===== config.mk =====
export PLATFORM = sky130hd
export DESIGN_NAME = mix_sequencer
export DESIGN_NICKNAME = d
export VERILOG_FILES = /design/src/rtl/mix_sequencer.sv
export SDC_FILE = /design/constraint.sdc
export NUM_CORES = 1
export LEC_CHECK = 0
export CAP_MARGIN = 25
export CORE_MARGIN = 3
export CORE_UTILIZATION = 37
export CTS_BUF_LIST = sky130_fd_sc_hd__clkbuf_8
export DETAILED_ROUTE_END_ITERATION = 16
export DONT_BUFFER_PORTS = 1
export GPL_TIMING_DRIVEN = 0
export HOLD_SLACK_MARGIN = 0.02
export MAX_ROUTING_LAYER = met4
export PLACE_DENSITY = 0.57
export SLEW_MARGIN = 0
export SYNTH_ARGS = -nofsm -noshare
export SYNTH_HDL_FRONTEND = slang
export SYNTH_SLANG_ARGS = --single-unit

===== constraint.sdc =====
create_clock -name clk -period 9.05 [get_ports clk]
set_clock_uncertainty 0.2 [all_clocks]
set_input_delay 1.81 -clock clk [delete_from_list [all_inputs] [get_ports clk]]
set_output_delay 1.81 -clock clk [all_outputs]
set_load 0.01 [all_outputs]

===== src/rtl/mix_sequencer.sv =====
// Six-channel time-multiplexed mixer: one shared 8x8 multiplier/accumulator,
// optional per-channel gain slew limiting, fixed 7-cycle frame latency.
module mix_sequencer #(
  parameter int RAMP_STEP = 4
) (
  input  logic        clk,
  input  logic        rst_n,
  input  logic        sample_tick,
  input  logic [47:0] wave_in,
  input  logic [47:0] gain_in,
  output logic [7:0]  mixed_out,
  output logic        mix_valid,
  output logic        busy,
  output logic        overrun
);
  localparam logic [1:0] IDLE   = 2'd0;
  localparam logic [1:0] ACCUM  = 2'd1;
  localparam logic [1:0] OUTPUT = 2'd2;

  logic [1:0]      state_q, state_d;
  logic [2:0]      ch_q, ch_d;
  logic [18:0]     acc_q, acc_d;
  logic [5:0][7:0] wave_cap_q, wave_cap_d;
  logic [7:0]      mixed_out_q, mixed_out_d;
  logic            mix_valid_q, mix_valid_d;
  logic            overrun_q, overrun_d;

  logic [5:0][7:0] gain_tgt;
  logic [7:0]      w_sel, g_sel;
  logic [15:0]     prod;
  logic [18:0]     acc_sum;
  logic [10:0]     acc_shr;
  logic            accum_en;

  assign gain_tgt = gain_in;
  assign w_sel    = wave_cap_q[ch_q];
  assign prod     = w_sel * g_sel;
  assign acc_sum  = acc_q + 19'(prod);
  assign acc_shr  = acc_sum[18:8];
  assign accum_en = (state_q == ACCUM);

  generate
    if (RAMP_STEP == 0) begin : g_live
      assign g_sel = gain_tgt[ch_q];
    end else begin : g_ramp
      localparam logic [8:0] STEP = 9'(RAMP_STEP);
      logic [5:0][7:0] gain_cur_q, gain_cur_d;
      logic [7:0]      tgt;
      logic [8:0]      up_gap, dn_gap;

      assign tgt    = gain_tgt[ch_q];
      // The frame uses the pre-update gain; the step lands for the next frame.
      assign g_sel  = gain_cur_q[ch_q];
      assign up_gap = {1'b0, tgt} - {1'b0, g_sel};
      assign dn_gap = {1'b0, g_sel} - {1'b0, tgt};

      always_comb begin
        gain_cur_d = gain_cur_q;
        if (accum_en) begin
          if (tgt >= g_sel)
            gain_cur_d[ch_q] = (up_gap <= STEP) ? tgt : g_sel + 8'(RAMP_STEP);
          else
            gain_cur_d[ch_q] = (dn_gap <= STEP) ? tgt : g_sel - 8'(RAMP_STEP);
        end
      end

      always_ff @(posedge clk or negedge rst_n) begin
        if (!rst_n) gain_cur_q <= '0;
        else        gain_cur_q <= gain_cur_d;
      end
    end
  endgenerate

  always_comb begin
    state_d     = state_q;
    ch_d        = ch_q;
    acc_d       = acc_q;
    wave_cap_d  = wave_cap_q;
    mixed_out_d = mixed_out_q;
    mix_valid_d = 1'b0;
    overrun_d   = 1'b0;
    case (state_q)
      IDLE: begin
        if (sample_tick) begin
          wave_cap_d = wave_in;
          acc_d      = '0;
          ch_d       = '0;
          state_d    = ACCUM;
        end
      end
      ACCUM: begin
        overrun_d = sample_tick;
        acc_d     = acc_sum;
        ch_d      = ch_q + 3'd1;
        // Result is registered as the last product lands, so mix_valid is
        // high during OUTPUT, the 7th busy cycle.
        if (ch_q == 3'd5) begin
          state_d     = OUTPUT;
          mixed_out_d = (|acc_shr[10:8]) ? 8'hFF : acc_shr[7:0];
          mix_valid_d = 1'b1;
        end
      end
      OUTPUT: begin
        overrun_d = sample_tick;
        state_d   = IDLE;
      end
      default: state_d = IDLE;
    endcase
  end

  always_ff @(posedge clk or negedge rst_n) begin
    if (!rst_n) begin
      state_q     <= IDLE;
      ch_q        <= '0;
      acc_q       <= '0;
      wave_cap_q  <= '0;
      mixed_out_q <= '0;
      mix_valid_q <= 1'b0;
      overrun_q   <= 1'b0;
    end else begin
      state_q     <= state_d;
      ch_q        <= ch_d;
      acc_q       <= acc_d;
      wave_cap_q  <= wave_cap_d;
      mixed_out_q <= mixed_out_d;
      mix_valid_q <= mix_valid_d;
      overrun_q   <= overrun_d;
    end
  end

  assign mixed_out = mixed_out_q;
  assign mix_valid = mix_valid_q;
  assign busy      = (state_q != IDLE);
  assign overrun   = overrun_q;
endmodule


After elaboration in Yosys (flattened, before gate mapping)
Cells that the tools add are included.
Widths: inputs -> output; s select.
- mux-type cells: 24
- eq/ne operators: 5
- add/subtract/negate cells: 6
- magnitude comparators: 5
- reduce and logical (&&, ||, !) cells: 10
- $mul: 1
- operators by type and width (operator ; count):
    $bwmux 48 ; 2
    $bmux 8 s3 ; 3
    $mux 8 ; 7
    $mux 48 ; 1
    $pmux 19 s2 ; 1
    $demux 8 s3 ; 1
    $add 19x16->19 ; 1
    $mux 19 ; 1
    $le 9x3->1 const B ; 2
    $sub 8x8->9 ; 2
    $mul 8x8->16 ; 1
    $add 8x3->8 const B ; 1
    $ge 8x8->1 ; 1
    $reduce_and 2->1 ; 4
    $sub 8x3->8 const B ; 1
    $pmux 3 s2 ; 1
    $lt 3x4->1 const B ; 1
    $mux 2 ; 2
    $pmux 2 s2 ; 1
    $reduce_bool 2->1 ; 2
    $add 3x1->3 const B ; 1
    $eq 3x3->1 const B ; 1
    $ge 3x1->1 const B ; 1
    $mux 1 ; 3
    other kinds (9) ; 9
- logic and storage cells: 69
- output and inout bits: 11
- register bits after elaboration: 130
- input port bits: 99

Logic depth before layout (Yosys ltp)
- depth in word-level cells: 7
- mapped depth: 27
- mapped depth without buffers: 22

Worst setup path before layout
No wires, ideal clock.
- kind: register to register
- start point: register ch_q[0]
- end point: register mixed_out_q[1] (netlist: mixed_out[1])
- data arrival time: 6.293 ns
- setup slack: 2.416 ns
- path buffers: 6
- cell stages (with the launch flop): 24
- period minus slack after synthesis: 6.634 ns
- path through: dfrtp_1 -> buf_2 -> buf_4 -> buf_2 -> buf_2 -> buf_4 -> buf_4 -> mux2i_1 -> o21ai_0 -> nand2_1 -> nor2_1 -> fa_1 -> fa_1 -> fa_1 -> inv_1 -> fa_1 -> inv_1 -> ha_1 -> nand3_1 -> o41ai_2 -> o211ai_1 -> a311o_1 -> nor3_2 -> a31oi_1
- word-level cells in the longest chain between the ends: 6
- ends and longest elaborated chain (what ; RTL line ; RTL):
    start, declared ; 21 ; logic [2:0] ch_q, ch_d;
    start signal, assigned ; 122 ; ch_q <= ch_d;
    $bmux 8 s3 (on tied branches) ; 36, 53 ;
    $mux 8 (on tied branches) ; 36, 53 ;
    $mul 8x8->16 ; 37 ; assign prod = w_sel * g_sel;
    $add 19x16->19 ; 38 ; assign acc_sum = acc_q + 19'(prod);
    $reduce_or 3->1 ; 99 ; mixed_out_d = (|acc_shr[10:8]) ? 8'hFF : acc_shr[7:0];
    $mux 8 ; 99 ;
    end signal, assigned ; 125 ; mixed_out_q <= mixed_out_d;
    end, declared ; 24 ; logic [7:0] mixed_out_q, mixed_out_d;
Several ways; a longest one is shown, not always the timed one. The select of a mux whose other input is x is not followed.
A chain may end at the register's enable or synchronous reset.

Worst setup path in the final report
- start point: register ch_q[0]
- end point: register mixed_out_q[5] (netlist: mixed_out[5])
The elaborated chain is that of the path after synthesis.

==> reports/metrics.cfg <==
[run_status]
status=complete, no violations

[drt]
post_drt_wl_per_cell_um=18.82
ant_nets=0
vias_per_cell=5.447
drt_iter0_markers=551
via_count=7582
wl_um=26200
route.detailed.drc=0
drtPass1Iterations=5

[final_layout]
mostFrequentLayoutCells=dfrtp_1 (130), inv_1 (126), nand2_1 (96), mux2i_1 (63), ha_1 (63)
fin_nets=1261
fill_cells=2583
drive_gt1_share_pct=10.45
area_delta_synth_final_pct=8.918
fin_util_pct=41.70
layout_commonest_cell=dfrtp_1
n_antenna_cell=0

[setup_path]
cp.depth=23
r2r_cells=23
path_cells=buf_2 > buf_4 > buf_2 > buf_2 > buf_4 > buf_4 > mux2i_1 > a22oi_1 > nand2_1 > nor2_1 > fa_1 > fa_1 > fa_1 > inv_1 > fa_1 > inv_1 > ha_1 > nand3_1 > o41ai_2 > o211ai_1 > a311o_1 > nor3_2 > a31oi_1
cp.required_ns=9.17
worstPathArrival_ns=8.19
cpMostUsedCell=fa_1
cpLargestDelayFamily=adder cells
path_buf_inv=8
start_kind=flip-flop
timing.critical_path.to_type=flip-flop
critPathMaxStageDelay_ns=0.62
critical_path_class=reg -> reg
worst_path_max_delay_cell=o41ai_2
crit_path_max_fanout=10

[synthesis]
yosys.area_share.simple_pct=11.20
synth_edf_count=0
yosys_warnings=0
ys_ff_latch=130
syn_area_um2=9807
synthTopCellsByArea=dfrtp_1 (33%), fa_1 (10%), ha_1 (8.0%), mux2i_1 (6.4%), mux2_2 (6.1%)
async_reset_ff_share_pct=100.0
yosys.area_share.xor_xnor_pct=1.875
syn_inst=1030
syn_area_per_cell_um2=9.521
synthMuxAreaShare_pct=12.94
ys_seq_area_share_pct=33.17
synth_ff_type=dfrtp_1
synth_adder_area_share_pct=18.24
synth.distinct_cells=70
synth.top_cell.area_share_pct=33.17
synth_top_family_by_area=adder cells
synth_top_cell_by_area=dfrtp_1
syn-num-nets=1242
synth-compound-area-share_pct=15.59

[global_route]
grt_pass1_vias=7649
grt_max_degree=131
gr-total-overflow=0
grt_usage_pct=19.25
antenna_found_initial=0
grt_first_pass_wirelength_um=42100

[sta]
finalHoldWorstSlack_ns=0.2903
period_needed_ns=8.072
fmax_ghz=0.1239
worst_pin_slew_ns=1.008
relSlewSlack_pct=32.78
finalSetupViolCount=0
finalHoldViolCount=0
rsz0062_at_grt=false
min_period_over_period_pct=89.20
setup_tns_ns=0
slew_viol_final=0

[worst_hold_path]
worstHoldPathType=reg -> reg
whs_path_depth=2

[placed_design]
gp_congestion=0.8836
dp_hpwl_um=20380
io_buffers=0

[floorplanning]
initial_core_util_pct=38.28
die_area_um2=28500
core-area_um2=25620
std_cell_rows=58
ios=110
die_h_um=168.8
die_w_um=168.8

[clock_tree]
postCtsHoldBufs=0
clkTransAtPathRegs_ns=0.08
clk_latency_ns=0.45
htree_levels=4
clockBufferDepth=2
cts_tree=done
post-cts-setup-buffers=0
cts-resized-gates=0
clockRootBuffer=clkbuf_8
cts_sinks=130
numCtsBuffers=17

[job]
cap_viol_max_count=0

-- final timing paths --
| path | endpoint | start | slack (ns) |
|---|---|---|---|
| worst max-delay path | mixed_out[5] | ch_q[0] | 0.98 |
| worst min-delay path | g_ramp.gain_cur_q[36] | g_ramp.gain_cur_q[36] | 0.29 |
| worst max register to register | mixed_out[5] | ch_q[0] | 0.98 |
| worst min register to register | g_ramp.gain_cur_q[36] | g_ramp.gain_cur_q[36] | 0.29 |
| max in group asynchronous | g_ramp.gain_cur_q[42] | rst_n | 7.53 |
| min in group asynchronous | mixed_out[1] | rst_n | 0.84 |
-- flip-flops by register name, indices dropped and copies added (netlist names) --
signal / cells
overrun: 1
state_q: 2
mixed_out: 8
acc_q: 19
wave_cap_q: 48
g_ramp.gain_cur_q: 48
mix_valid: 1
ch_q: 3
-- stage by stage --
step | instances | worst slack (ns) | instance area [um2]
2_1_floorplan | 1030 | 2.416 | 9807
3_3_place_gp | 1360 | 1.003 | 10220
3_5_place_dp | 1360 | 0.9868 | 10220
4_1_cts | 1392 | 0.9758 | 10680
5_1_grt | 1392 | 0.4512 | 10680
6_report | 1392 | 0.9777 | 10680
-- area by class of cell --
| class | instances | area [um2] | share of cell area, % |
|---|---|---|---|
| multi-input combinational | 726 | 5869 | 54.95 |
| tap | 330 | 412.9 | 3.866 |
| clock inverter | 14 | 214.0 | 2.003 |
| buffer | 46 | 203.9 | 1.909 |
| inverter | 128 | 480.5 | 4.498 |
| sequential | 130 | 3253 | 30.46 |
| clock buffer | 18 | 247.7 | 2.319 |
-- worst min-delay path, stage by stage (launching register included) --
cell and delay [ns]:
dfrtp_1 0.35, nand2_1 0.05, o21ai_0 0.06
-- kinds of logic after synthesis --
family	after synthesis
and+or+nand+nor	241
AOI/OAI and AO/OA	232
buffers and inverters	174
DFF	130
muxes	119
adders and majority gates	113
xor gates and xnor gates	21
-- per-layer routing --
| metal | track usage (%) | share of wire (%) | up-vias |
|---|---|---|---|
| met4 | 3.984 | 0.92 | 0 |
| met2 | 29.58 | 46 | 225 |
| met1 | 27.00 | 47 | 3747 |
| li1 | - | - | 3585 |
| met5 | - | 0 | - |
| met3 | 3.316 | 5.8 | 25 |
-- synth_stat cells (4+ instances only) --
cell type,number
dfrtp_1,130
inv_1,126
nand2_1,96
ha_1,63
mux2i_1,63
o21ai_0,62
nor2_1,61
mux2_2,53
fa_1,50
a21oi_1,36
nand3_1,27
clkbuf_1,25
o21ai_1,25
a22oi_1,24
xnor2_1,15
a22o_1,14
a21o_1,13
nor3_1,11
and2_1,10
buf_2,10
nand2b_1,10
a31oi_1,7
buf_1,6
o21a_1,6
xor2_1,6
buf_4,5
nor2b_1,5
a41oi_1,4
Power is left out: the tool's default activity adds up to more than one toggle a clock period on the data nets, which glitch-free logic cannot reach.
